File: src/rtl/seq_alu.sv
// Sequential ALU: single-cycle logic/arith ops plus iterative
// shift-add multiply and restoring divide behind a valid/ready handshake.
module seq_alu #(
    parameter int WIDTH = 32
) (
    input  logic             clk,
    input  logic             rst,
    input  logic             in_valid,
    output logic             in_ready,
    input  logic [WIDTH-1:0] first_operand,
    input  logic [WIDTH-1:0] second_operand,
    input  logic [3:0]       oper_sel,
    output logic             out_valid,
    input  logic             out_ready,
    output logic [WIDTH-1:0] alu_out,
    output logic             zero_flag,
    output logic             sign_flag,
    output logic             busy
);

    localparam int SHW = $clog2(WIDTH);

    typedef enum logic [1:0] {IDLE, MUL, DIV, DONE} state_t;

    state_t           state_q, state_d;
    logic [WIDTH-1:0] opnd_q, opnd_d;
    logic [WIDTH-1:0] hi_q, hi_d;
    logic [WIDTH-1:0] lo_q, lo_d;
    logic [WIDTH-1:0] res_q, res_d;
    logic             hisel_q, hisel_d;
    logic [SHW-1:0]   cnt_q, cnt_d;

    logic [SHW-1:0]   shamt;
    logic [WIDTH-1:0] simple;
    logic [WIDTH:0]   mul_sum;
    logic [WIDTH-1:0] mul_hi, mul_lo;
    logic [WIDTH:0]   shifted, trial;
    logic [WIDTH-1:0] div_hi, div_lo;
    logic             last;

    assign shamt = second_operand[SHW-1:0];

    always_comb begin
        simple = '0;
        case (oper_sel)
            4'b0000: simple = first_operand + second_operand;
            4'b0001: simple = first_operand << shamt;
            4'b0010: simple = first_operand - second_operand;
            4'b0011: simple = {{(WIDTH-1){1'b0}},
                               $signed(first_operand) < $signed(second_operand)};
            4'b0100: simple = first_operand ^ second_operand;
            4'b0101: simple = first_operand >> shamt;
            4'b0110: simple = first_operand | second_operand;
            4'b0111: simple = first_operand & second_operand;
            4'b1000: simple = {{(WIDTH-1){1'b0}}, first_operand < second_operand};
            4'b1101: simple = $signed(first_operand) >>> shamt;
            default: simple = '0;
        endcase
    end

    // Multiply: hi accumulates the product top, lo holds the shrinking multiplier.
    assign mul_sum = {1'b0, hi_q} + (lo_q[0] ? {1'b0, opnd_q} : '0);
    assign mul_hi  = mul_sum[WIDTH:1];
    assign mul_lo  = {mul_sum[0], lo_q[WIDTH-1:1]};

    // Divide: hi is the partial remainder, lo shifts dividend out and quotient in.
    assign shifted = {hi_q, lo_q[WIDTH-1]};
    assign trial   = shifted - {1'b0, opnd_q};
    assign div_hi  = trial[WIDTH] ? shifted[WIDTH-1:0] : trial[WIDTH-1:0];
    assign div_lo  = {lo_q[WIDTH-2:0], ~trial[WIDTH]};

    assign last = (cnt_q == SHW'(WIDTH - 1));

    always_comb begin
        state_d = state_q;
        opnd_d  = opnd_q;
        hi_d    = hi_q;
        lo_d    = lo_q;
        res_d   = res_q;
        hisel_d = hisel_q;
        cnt_d   = cnt_q;
        unique case (state_q)
            IDLE: begin
                if (in_valid) begin
                    cnt_d   = '0;
                    hi_d    = '0;
                    hisel_d = (oper_sel == 4'b1011) || (oper_sel == 4'b1110);
                    case (oper_sel)
                        4'b1010, 4'b1011: begin
                            state_d = MUL;
                            opnd_d  = first_operand;
                            lo_d    = second_operand;
                        end
                        4'b1100, 4'b1110: begin
                            state_d = DIV;
                            opnd_d  = second_operand;
                            lo_d    = first_operand;
                        end
                        default: begin
                            state_d = DONE;
                            res_d   = simple;
                        end
                    endcase
                end
            end
            MUL: begin
                hi_d  = mul_hi;
                lo_d  = mul_lo;
                cnt_d = cnt_q + 1'b1;
                if (last) begin
                    state_d = DONE;
                    res_d   = hisel_q ? mul_hi : mul_lo;
                end
            end
            DIV: begin
                hi_d  = div_hi;
                lo_d  = div_lo;
                cnt_d = cnt_q + 1'b1;
                if (last) begin
                    state_d = DONE;
                    res_d   = hisel_q ? div_hi : div_lo;
                end
            end
            DONE: begin
                if (out_ready) state_d = IDLE;
            end
            default: state_d = IDLE;
        endcase
    end

    always_ff @(posedge clk or posedge rst) begin
        if (rst) begin
            state_q <= IDLE;
            opnd_q  <= '0;
            hi_q    <= '0;
            lo_q    <= '0;
            res_q   <= '0;
            hisel_q <= 1'b0;
            cnt_q   <= '0;
        end else begin
            state_q <= state_d;
            opnd_q  <= opnd_d;
            hi_q    <= hi_d;
            lo_q    <= lo_d;
            res_q   <= res_d;
            hisel_q <= hisel_d;
            cnt_q   <= cnt_d;
        end
    end

    assign in_ready  = (state_q == IDLE);
    assign out_valid = (state_q == DONE);
    assign busy      = (state_q == MUL) || (state_q == DIV);
    assign alu_out   = res_q;
    assign zero_flag = (res_q == '0);
    assign sign_flag = res_q[WIDTH-1];

endmodule

File: config.mk
export PLATFORM = sky130hd
export DESIGN_NAME = seq_alu
export DESIGN_NICKNAME = d
export VERILOG_FILES = /design/src/rtl/seq_alu.sv
export SDC_FILE = /design/constraint.sdc
export NUM_CORES = 1
export LEC_CHECK = 0
export CORE_MARGIN = 10
export CORE_UTILIZATION = 35
export CTS_BUF_LIST = sky130_fd_sc_hd__clkbuf_2
export CTS_CLUSTER_SIZE = 14
export DETAILED_ROUTE_END_ITERATION = 10
export PLACE_DENSITY = 0.51
export SLEW_MARGIN = 20
export SYNTH_ARGS = -nofsm -noshare
export SYNTH_HDL_FRONTEND = slang
export SYNTH_SLANG_ARGS = --single-unit
File: constraint.sdc
create_clock -name clk -period 5.14 [get_ports clk]
set_clock_uncertainty 0.2 [all_clocks]
set_input_delay 0.514 -clock clk [delete_from_list [all_inputs] [get_ports clk]]
set_output_delay 0.514 -clock clk [all_outputs]
set_load 0.005 [all_outputs]
=== After elaboration in Yosys (flattened, before gate mapping) ===
Cells that the tools add are included.

* Register bits after elaboration: 136
* Output and inout port bits: 37
* Word-level logic and storage cells: 87

* Add/sub/neg operators: 5
* Magnitude comparators: 2
* Equality and inequality tests: 24
* Shifts and indexed selects: 3
* Multiplexer cells: 23
* Bitwise gates (word level): 4
* Reduce and logical (&&, ||, !) cells: 19

{| class="wikitable"
|+ Operators by type and width
! operator !! number
|-
| 32-bit 2-to-1 mux || 10
|-
| 32-bit one-hot mux with 10 select lines || 1
|-
| 32-bit one-hot mux with 3 select lines || 3
|-
| 32-bit one-hot mux with 2 select lines || 2
|-
| 32-bit < comparator || 2
|-
| 32-bit by 32-bit adder with 33-bit output || 1
|-
| 33-bit by 32-bit subtractor with 33-bit output || 1
|-
| 32-bit adder || 1
|-
| 32-bit AND || 1
|-
| 32-bit zero test || 1
|-
| 32-bit OR || 1
|-
| 32-bit by 5-bit left shift with 32-bit output || 1
|-
| 32-bit by 5-bit right shift with 32-bit output || 1
|-
| 32-bit by 5-bit >>> shifter with 32-bit output || 1
|-
| 32-bit subtractor || 1
|-
| 32-bit XOR || 1
|-
| 4-bit equality test (second input constant) || 6
|-
| 4-bit by 3-bit equality test with 1-bit output (second input constant) || 4
|-
| 5-bit one-hot mux with 2 select lines || 1
|-
| 3-bit AND reduction || 3
|-
| 4-bit by 2-bit equality test with 1-bit output (second input constant) || 2
|-
| 2-bit != test (second input constant) || 4
|-
| 2-bit 2-to-1 mux || 3
|-
| 2-bit one-hot mux with 3 select lines || 1
|-
| 19 further kinds || 27
|}

=== Longest topological paths before layout ===
Gate-level depths: netlist of run 1.

* Depth in word-level cells: 5
* Mapped depth: 17
* Gate-level depth less buffers: 14

=== Worst setup path after synthesis of run 1 ===
Ideal clock, no wire load.

* Path kind: in2reg
* Start point: in second_operand[2]
* End point: reg res_q[28], in the netlist alu_out[28]
* Setup time: 126 ps
* Arrival: 4,266 ps
* Data required time: 4,814 ps
* Slack: 548 ps
* Stages: 17
* Buffers on the path: 5
* Cell sequence: clkbuf_1 > inv_2 > buf_1 > clkbuf_1 > clkbuf_1 > ha_1 > clkbuf_1 > nand2b_1 > a221oi_1 > o211ai_1 > and3_1 > a21oi_1 > o31ai_2 > mux2i_1 > a221oi_1 > a21oi_1 > o32a_1

* Longest elaborated chain between the ends: 5

{| class="wikitable"
|+ Ends and longest elaborated chain
! what !! RTL line !! source
|-
| from (decl) || 11 || <nowiki>input logic [WIDTH-1:0] second_operand,</nowiki>
|-
| 32-bit subtractor (tied with other cells) || 48 || <nowiki>4'b0010: simple = first_operand - second_operand;</nowiki>
|-
| 32-bit one-hot mux with 10 select lines * || 45 || <nowiki>case (oper_sel)</nowiki>
|-
| 32-bit 2-to-1 mux * || 88 || <nowiki>case (oper_sel)</nowiki>
|-
| 32-bit 2-to-1 mux * || 84 || <nowiki>if (in_valid) begin</nowiki>
|-
| 32-bit one-hot mux with 3 select lines * || 82 || <nowiki>unique case (state_q)</nowiki>
|-
| to (signal assigned) || 145 || <nowiki>res_q <= res_d;</nowiki>
|-
| to (decl) || 29 || <nowiki>logic [WIDTH-1:0] res_q, res_d;</nowiki>
|}

Mark *: on every way between the ends. The rest lies on a longest branch, timed or not. The select of a mux whose other input is x is not followed.
A chain may end at the register's enable or synchronous reset.

=== Worst setup path in the final report of run 1 ===
* Start point: in first_operand[9]
* End point: reg res_q[0], in the netlist alu_out[0]

* Longest elaborated chain between the ends: 5

{| class="wikitable"
|+ Ends and longest elaborated chain
! what !! RTL line !! source
|-
| from (decl) || 10 || <nowiki>input logic [WIDTH-1:0] first_operand,</nowiki>
|-
| 32-bit < comparator (tied with other cells) || 55 || <nowiki>4'b1000: simple = {{(WIDTH-1){1'b0}}, first_operand < second_operand};</nowiki>
|-
| 32-bit one-hot mux with 10 select lines * || 45 ||
|-
| 32-bit 2-to-1 mux * || 88 ||
|-
| 32-bit 2-to-1 mux * || 84 ||
|-
| 32-bit one-hot mux with 3 select lines * || 82 ||
|}

Marks and branches as above.

==> results of run 1 <==
-- synthesized netlist by cell type, drive strengths merged (25+ instances only) --
| cell type | n | area, um^2 |
|---|---|---|
| and2 | 48 | 300 |
| a221oi | 46 | 409 |
| a21o | 34 | 255 |
| clkbuf | 149 | 559 |
| a21oi | 266 | 1350 |
| o211ai | 36 | 270 |
| nor2 | 301 | 1130 |
| nor3 | 52 | 272 |
| nand3 | 43 | 215 |
| a22oi | 30 | 225 |
| o21ai | 227 | 1140 |
| dfrtp | 136 | 3400 |
| mux2 | 37 | 428 |
| mux2i | 74 | 741 |
| a31oi | 34 | 213 |
| ha | 168 | 2100 |
| xor2 | 25 | 219 |
| inv | 154 | 578 |
| o31ai | 40 | 305 |
| xnor2 | 39 | 360 |
| mux4 | 39 | 878 |
| a211oi | 94 | 711 |
| nand2 | 279 | 1050 |
| buf | 44 | 221 |
-- stage by stage --
stage	power, W	setup TNS (ns)
global route	0.0116	0
finish	0.0108	0
floorplan	0.00692	0
global placement	0.00979	-0.538
CTS	0.0107	0
detailed placement	0.00985	-0.0208
-- power groups by stage --
stage	clock (W)	combinational, W	sequential [W]
5_1_grt	0.000888	0.00844	0.00224
3_5_place_dp	0	0.00766	0.00219
3_3_place_gp	0	0.00760	0.00218
6_report	0.000828	0.00783	0.00218
2_1_floorplan	0	0.00501	0.00191
4_1_cts	0.000844	0.00770	0.00216
-- cell type report --
class	instances	area, um^2
fill	6066	34600
multi-input combinational	2273	15500
sequential	136	3400
timing repair buffer	235	2070
tap	765	957
inverter	157	594
clock inverter	15	226
clock buffer	17	85.1
antenna	2	5.00
-- how the worst max path moves through the flow --
| stage | start | to | cells after the start |
|---|---|---|---|
| after floorplan | second_operand[2] | alu_out[28] | 17 |
| after global placement | first_operand[9] | alu_out[0] | 13 |
| after detailed placement | first_operand[9] | alu_out[0] | 13 |
| after CTS | first_operand[9] | alu_out[0] | 13 |
| after global routing | lo_q[0] | alu_out[29] | 14 |
| final | first_operand[9] | alu_out[0] | 13 |
-- layer usage --
layer	vias up	wire, um	GRT usage
li1	10400	-	-
met1	11000	45800	0.403
met2	923	45800	0.458
met3	110	5600	0.0215
met4	0	3290	0.0940
met5	-	0	0
-- layout by cell type (no fill, tap or decap), types with 16 or more instances in the layout --
master / Yosys / layout
mux4_2: 39 / 39
nor3_1: 51 / 51
nand2_1: 279 / 278
nor2_1: 300 / 300
mux2_2: 33 / 33
inv_1: 152 / 151
clkdlybuf4s50_1: 0 / 103
xor2_1: 25 / 25
nand3_1: 43 / 42
a31oi_1: 34 / 34
a21o_1: 34 / 34
o21ai_0: 223 / 223
o22ai_1: 19 / 19
a21oi_1: 264 / 264
mux2i_1: 74 / 74
and2_1: 48 / 47
nand2b_1: 22 / 22
dfrtp_1: 136 / 135
a221oi_1: 45 / 45
ha_1: 168 / 165
nand4_1: 16 / 16
clkbuf_2: 0 / 17
and3_1: 18 / 18
o31ai_1: 39 / 39
buf_4: 6 / 123
o221ai_1: 22 / 21
nor2b_1: 19 / 19
a22oi_1: 30 / 30
o211ai_1: 36 / 36
a211oi_1: 93 / 93
xnor2_1: 38 / 38
-- state kept, by name (all words and copies together), names as in the netlist --
name / cells
alu_out: 32
cnt_q: 5
hi_q: 32
opnd_q: 32
hisel_q: 1
state_q: 2
lo_q: 32
-- repair_timing --
action                    CTS  global route
hold endpoints to repair   55             0
hold buffers                1             0
buffers inserted            0             0
-- cells by family (layout without fill, tap and decap cells) --
kind of cell | count (synthesis) | after routing | synth area share
AOI/OAI and AO/OA | 1034 | 1034 | 0.338
xor gates and xnor gates | 64 | 64 | 0.0286
adders and majority gates | 172 | 172 | 0.108
buffers and inverters | 350 | 424 | 0.0676
DFF | 136 | 136 | 0.168
muxes | 150 | 150 | 0.101
other | 0 | 2 | 0
and+or+nand+nor | 853 | 853 | 0.189
-- worst reg2reg max path: cells and delay by family, from the launching register on --
kind,cells,cell delay [ns]
AO/OA/AOI/OAI,6,1.63
XOR/XNOR,1,0.19
buffers and inverters,3,0.32
AND/OR/NAND/NOR,2,0.57
multiplexers,1,0.30
adder cells (fa/ha/maj),2,0.58
flip-flops,1,0.46
==> metrics.csv, run 1 <==
metric,value,unit
vias in the first global route,21500,
Setup Crit Path Kind,input port to flop,
total grt overflow,0,
Seq pwr share,0.201,
Die W,261,um
CP Launch Type,input port,
clk sinks,136,
Hold Worst Slack,0.163,ns
R2R setup slack,0.83,ns
reg2reg start,lo_q[31],
final core utilization,0.398,
Comb power frac,0.722,
final worst slack,0.766,ns
Final Wtd Congestion,1.05,
Root Buffer,clkbuf_2,
routed vias,22500,
H-tree Lvls,4,
"EDFF count, synth",0,
Critical Path Sink Type,flop,
HPWL Detailed,80.2,mm
Fmax achieved,0.229,GHz
clock network fraction of design power,0.076,
crit-path most repeated cell,o21ai_0,
Setup Viol. Count Final,0,
sequential share of the synthesized area,0.168,
CP cell instances,"clkdlybuf4s50_1, inv_1, ha_1, nand2b_1, a211oi_1, o21ai_0, and3_1, a21oi_1, o2111a_1, nor3_1, o21ai_0, nor4b_2, o31ai_1",
average cell area after synthesis,7.34,um^2
Mapped Nets,3003,
Worst-path clk slew,0.22,ns
Worst Hold Class,input port to flop,
RSZ-0062 raised after global routing,false,
I/O pins,109,
Yosys warning count,0,
FF-to-FF path depth,15,
crit path buf inv count,2,
pre-CTS WS,-0.0208,ns
RR Endpoint,alu_out[28],
Final Net Count,3064,
"FF+latch count, synth",136,
Final Hold Violating Endpoints,0,
post-synthesis async set-or-reset flop share,1.00,
Cell Pwr Density,473,mW/mm^2
P_sw,0.00605,W
Area Growth Syn to Fin,13.0,%
worst-path fanout max,13,
# DRC,0,
minimum clock period,4.37,ns
TritonCTS Buffers,17,
final slew viol count,0,
WP data required,5.60,ns
largest net degree at the start of global routing,71,
Final Cell Area,0.0229,mm^2
die height,261,um
run status,"finished, final reports clean",
Least-Margin Pin Slew,1.03,ns
relative slew slack,0.304,
clk_lat worst skew,0.80,ns
Yosys cell types,93,
Netlist Area Pre-Place,0.0203,mm^2
CP max stage delay,0.67,ns
data arrival time of the critical path,4.83,ns
Worst path top cell family by delay,compound AO/OA/AOI/OAI gates,
Routed WL per cell,27.9,um
Hold EP,hisel_q,
share of cells above drive strength 1,0.0974,
placed cells,3565,
CTS resizes,0,
Vias/cell,6.24,
hold depth,3,
Max clock buf depth,2,
dpl cell area,0.0226,mm^2
GRT Overall Usage,0.287,
Maximum Capacitance Violations,0,
maximum vdd drop,0.000298,V
core box area,0.0575,mm^2
internal power,0.00479,W
Initial Util,0.352,
Die ar.,0.0679,mm^2
I/O Buffers,108,
DR pass1 iterations,6,
ys flop type,dfrtp_1,
Initial DRC Count,2445,
first-pass GRT wire length,147,mm
fin cells,3600,
cells after synthesis,2759,
Detail Route Antenna Nets,0,
crit share post-route,0.851,
min-delay src,in_valid,
Net Sw Frac,0.558,
initial antenna violation count,1,
site row count,88,
static leakage,9.75,nW
slowest CP cell,nor4b_2,
CTS tree,done,
routed wire length,100,mm
No activity file was read; power rests on OpenSTA's default activity.
==> inputs of run 2 (changes only) <==
--- a/config.mk
+++ b/config.mk
@@ -5,9 +5,9 @@
 export SDC_FILE = /design/constraint.sdc
 export NUM_CORES = 1
 export LEC_CHECK = 0
-export CORE_MARGIN = 10
+export CORE_MARGIN = 1.5
 export CORE_UTILIZATION = 35
-export CTS_BUF_LIST = sky130_fd_sc_hd__clkbuf_2
+export CTS_BUF_LIST = sky130_fd_sc_hd__clkbuf_16
 export CTS_CLUSTER_SIZE = 14
 export DETAILED_ROUTE_END_ITERATION = 10
 export PLACE_DENSITY = 0.51
==> metrics.csv, run 2 (same netlist as run 1, synthesis figures left out) <==
metric,value,unit,change
Area Growth Syn to Fin,14.7,%,was 13.0%
RR Endpoint,alu_out[17],,was alu_out[28]
Final TNS setup,0,ns,unchanged
Post CTS Setup Buffer Count,0,,unchanged
FF-to-FF path depth,16,,was 15
largest net degree at the start of global routing,83,,was 71
# DRC,0,,unchanged
Initial DRC Count,2761,,was 2445
worst-path fanout max,13,,unchanged
first-pass GRT wire length,147,mm,about the same
clk_lat worst skew,0.44,ns,was 0.80 ns
CTS resizes,0,,unchanged
internal power,0.00516,W,was 0.00479 W
final worst slack,0.697,ns,was 0.766 ns
slowest CP cell,clkdlybuf4s50_1,,was nor4b_2
Setup Viol. Count Final,0,,unchanged
TritonCTS Buffers,17,,unchanged
core box area,0.0575,mm^2,unchanged
Critical Path Sink Type,flop,,unchanged
CP Launch Type,input port,,unchanged
Final Hold Violating Endpoints,0,,unchanged
dpl cell area,0.0227,mm^2,was 0.0226 mm^2
HPWL Detailed,79.4,mm,was 80.2 mm
P_sw,0.00612,W,was 0.00605 W
H-tree Lvls,4,,unchanged
Comb power frac,0.698,,was 0.722
Worst Hold Class,flop to flop,,was input port to flop
Critical Path Sink,alu_out[27],,was alu_out[0]
RSZ-0062 raised after global routing,false,,unchanged
clk sinks,136,,unchanged
crit path buf inv count,3,,was 2
"most common cell after layout, fill and taps aside",nor2_1,,unchanged
CP cell instances,"clkdlybuf4s50_1, inv_1, ha_1, nor2_1, nor4b_1, a211oi_1, a21oi_1, o31ai_1, buf_4, o31ai_1, or2_2, a22o_1, a21oi_1, a221o_1",,"was clkdlybuf4s50_1, inv_1, ha_1, nand2b_1, a211oi_1, o21ai_0, and3_1, a21oi_1, o2111a_1, nor3_1, o21ai_0, nor4b_2, o31ai_1"
Tot Pwr,0.0113,W,was 0.0108 W
Maximum Capacitance Violations,0,,unchanged
final slew viol count,0,,unchanged
Critical Path Start,first_operand[9],,unchanged
I/O Buffers,108,,unchanged
Max clock buf depth,2,,unchanged
CTS tree,done,,unchanged
Initial Util,0.352,,unchanged
die height,244,um,was 261 um
Worst-path clk slew,0.06,ns,was 0.22 ns
CP max stage delay,0.62,ns,was 0.67 ns
WP data required,5.31,ns,was 5.60 ns
DR pass1 iterations,8,,was 6
Seq pwr share,0.193,,was 0.201
Vias/cell,6.32,,was 6.24
share of cells above drive strength 1,0.101,,was 0.0974
maximum vdd drop,0.000314,V,was 0.000298 V
vias in the first global route,21700,,was 21500
Cell Pwr Density,486,mW/mm^2,was 473 mW/mm^2
final core utilization,0.404,,was 0.398
Root Buffer,clkbuf_16,,was clkbuf_2
routed vias,22800,,was 22500
run status,"finished, final reports clean",,unchanged
pre-CTS WS,0.348,ns,was -0.0208 ns
Least-Margin Pin Slew,1.19,ns,was 1.03 ns
Detail Route Antenna Nets,0,,unchanged
Routed WL per cell,27.7,um,was 27.9 um
Final Cell Area,0.0232,mm^2,was 0.0229 mm^2
relative slew slack,0.203,,was 0.304
minimum clock period,4.44,ns,was 4.37 ns
Die ar.,0.0593,mm^2,was 0.0679 mm^2
total grt overflow,0,,unchanged
Setup Crit Path Kind,input port to flop,,unchanged
GRT Overall Usage,0.330,,was 0.287
Final Net Count,3075,,was 3064
most frequent cells in the layout,"nor2_1, nand2_1, a21oi_1",,unchanged
Die W,244,um,was 261 um
Final Wtd Congestion,1.00,,was 1.05
Net Sw Frac,0.542,,was 0.558
data arrival time of the critical path,4.61,ns,was 4.83 ns
static leakage,9.89,nW,was 9.75 nW
clock network fraction of design power,0.109,,was 0.076
site row count,88,,unchanged
Worst path depth,14,,was 13
crit share post-route,0.864,,was 0.851
Fmax achieved,0.225,GHz,was 0.229 GHz
reg2reg start,lo_q[31],,unchanged
hold depth,1,,was 3
CTS Hold Bufs,0,,was 1
R2R setup slack,0.74,ns,was 0.83 ns
routed wire length,100,mm,about the same
initial antenna violation count,1,,unchanged
Worst path top cell family by delay,compound AO/OA/AOI/OAI gates,,unchanged
I/O pins,109,,unchanged
## run 2: cell count changes in the layout (fill, tap and decap cells not counted), moves of 2 or more
cell / before / now
bufinv_16: 5 / 2
clkbuf_16: 0 / 17
clkbuf_2: 17 / 0
clkinvlp_4: 3 / 6
buf_4: 123 / 134
clkinv_2: 2 / 0
## run 2: power groups by stage
stage	logic [W]	clock network [W]	registers, W
floorplan	0.00501	0	0.00191
global placement	0.00763	0	0.00217
detailed placement	0.00769	0	0.00217
CTS	0.00774	0.00124	0.00216
global route	0.00850	0.00128	0.00223
finish	0.00787	0.00123	0.00218
## run 2: per-stage QoR
| step | cells | hold WS, ns |
|---|---|---|
| 4_1_cts | 3609 | 0.305 |
| 6_report | 3610 | 0.306 |
| 3_5_place_dp | 3577 | 0.292 |
| 2_1_floorplan | 2759 | 0.263 |
| 5_1_grt | 3609 | 0.338 |
| 3_3_place_gp | 3575 | 0.283 |
## run 2: layout make-up
class / instances / area (um^2)
Multi-Input combinational cell: 2273 / 15500
Clock buffer: 17 / 425
Sequential cell: 136 / 3400
Fill cell: 6086 / 34200
Clock inverter: 15 / 156
Tap cell: 765 / 957
Timing Repair Buffer: 246 / 2150
Antenna cell: 1 / 2.50
Inverter: 157 / 594
## run 2: layer usage
layer	wire length, um	GRT usage	vias up	share of wire
met1	44100	0.461	11200	0.44
met4	3920	0.121	2	0.039
li1	-	-	10400	-
met5	12	0	-	0.00012
met2	45300	0.527	1065	0.45
met3	6850	0.0334	152	0.068
## run 2: worst min-delay path by stage
| stage | from | to | slack [ns] |
|---|---|---|---|
| after floorplan | opnd_q[1] | opnd_q[1] | 0.26 |
| after global placement | cnt_q[4] | cnt_q[4] | 0.28 |
| after detailed placement | cnt_q[4] | cnt_q[4] | 0.29 |
| after CTS | cnt_q[4] | cnt_q[4] | 0.31 |
| after global routing | lo_q[17] | lo_q[17] | 0.34 |
| final | cnt_q[4] | cnt_q[4] | 0.31 |
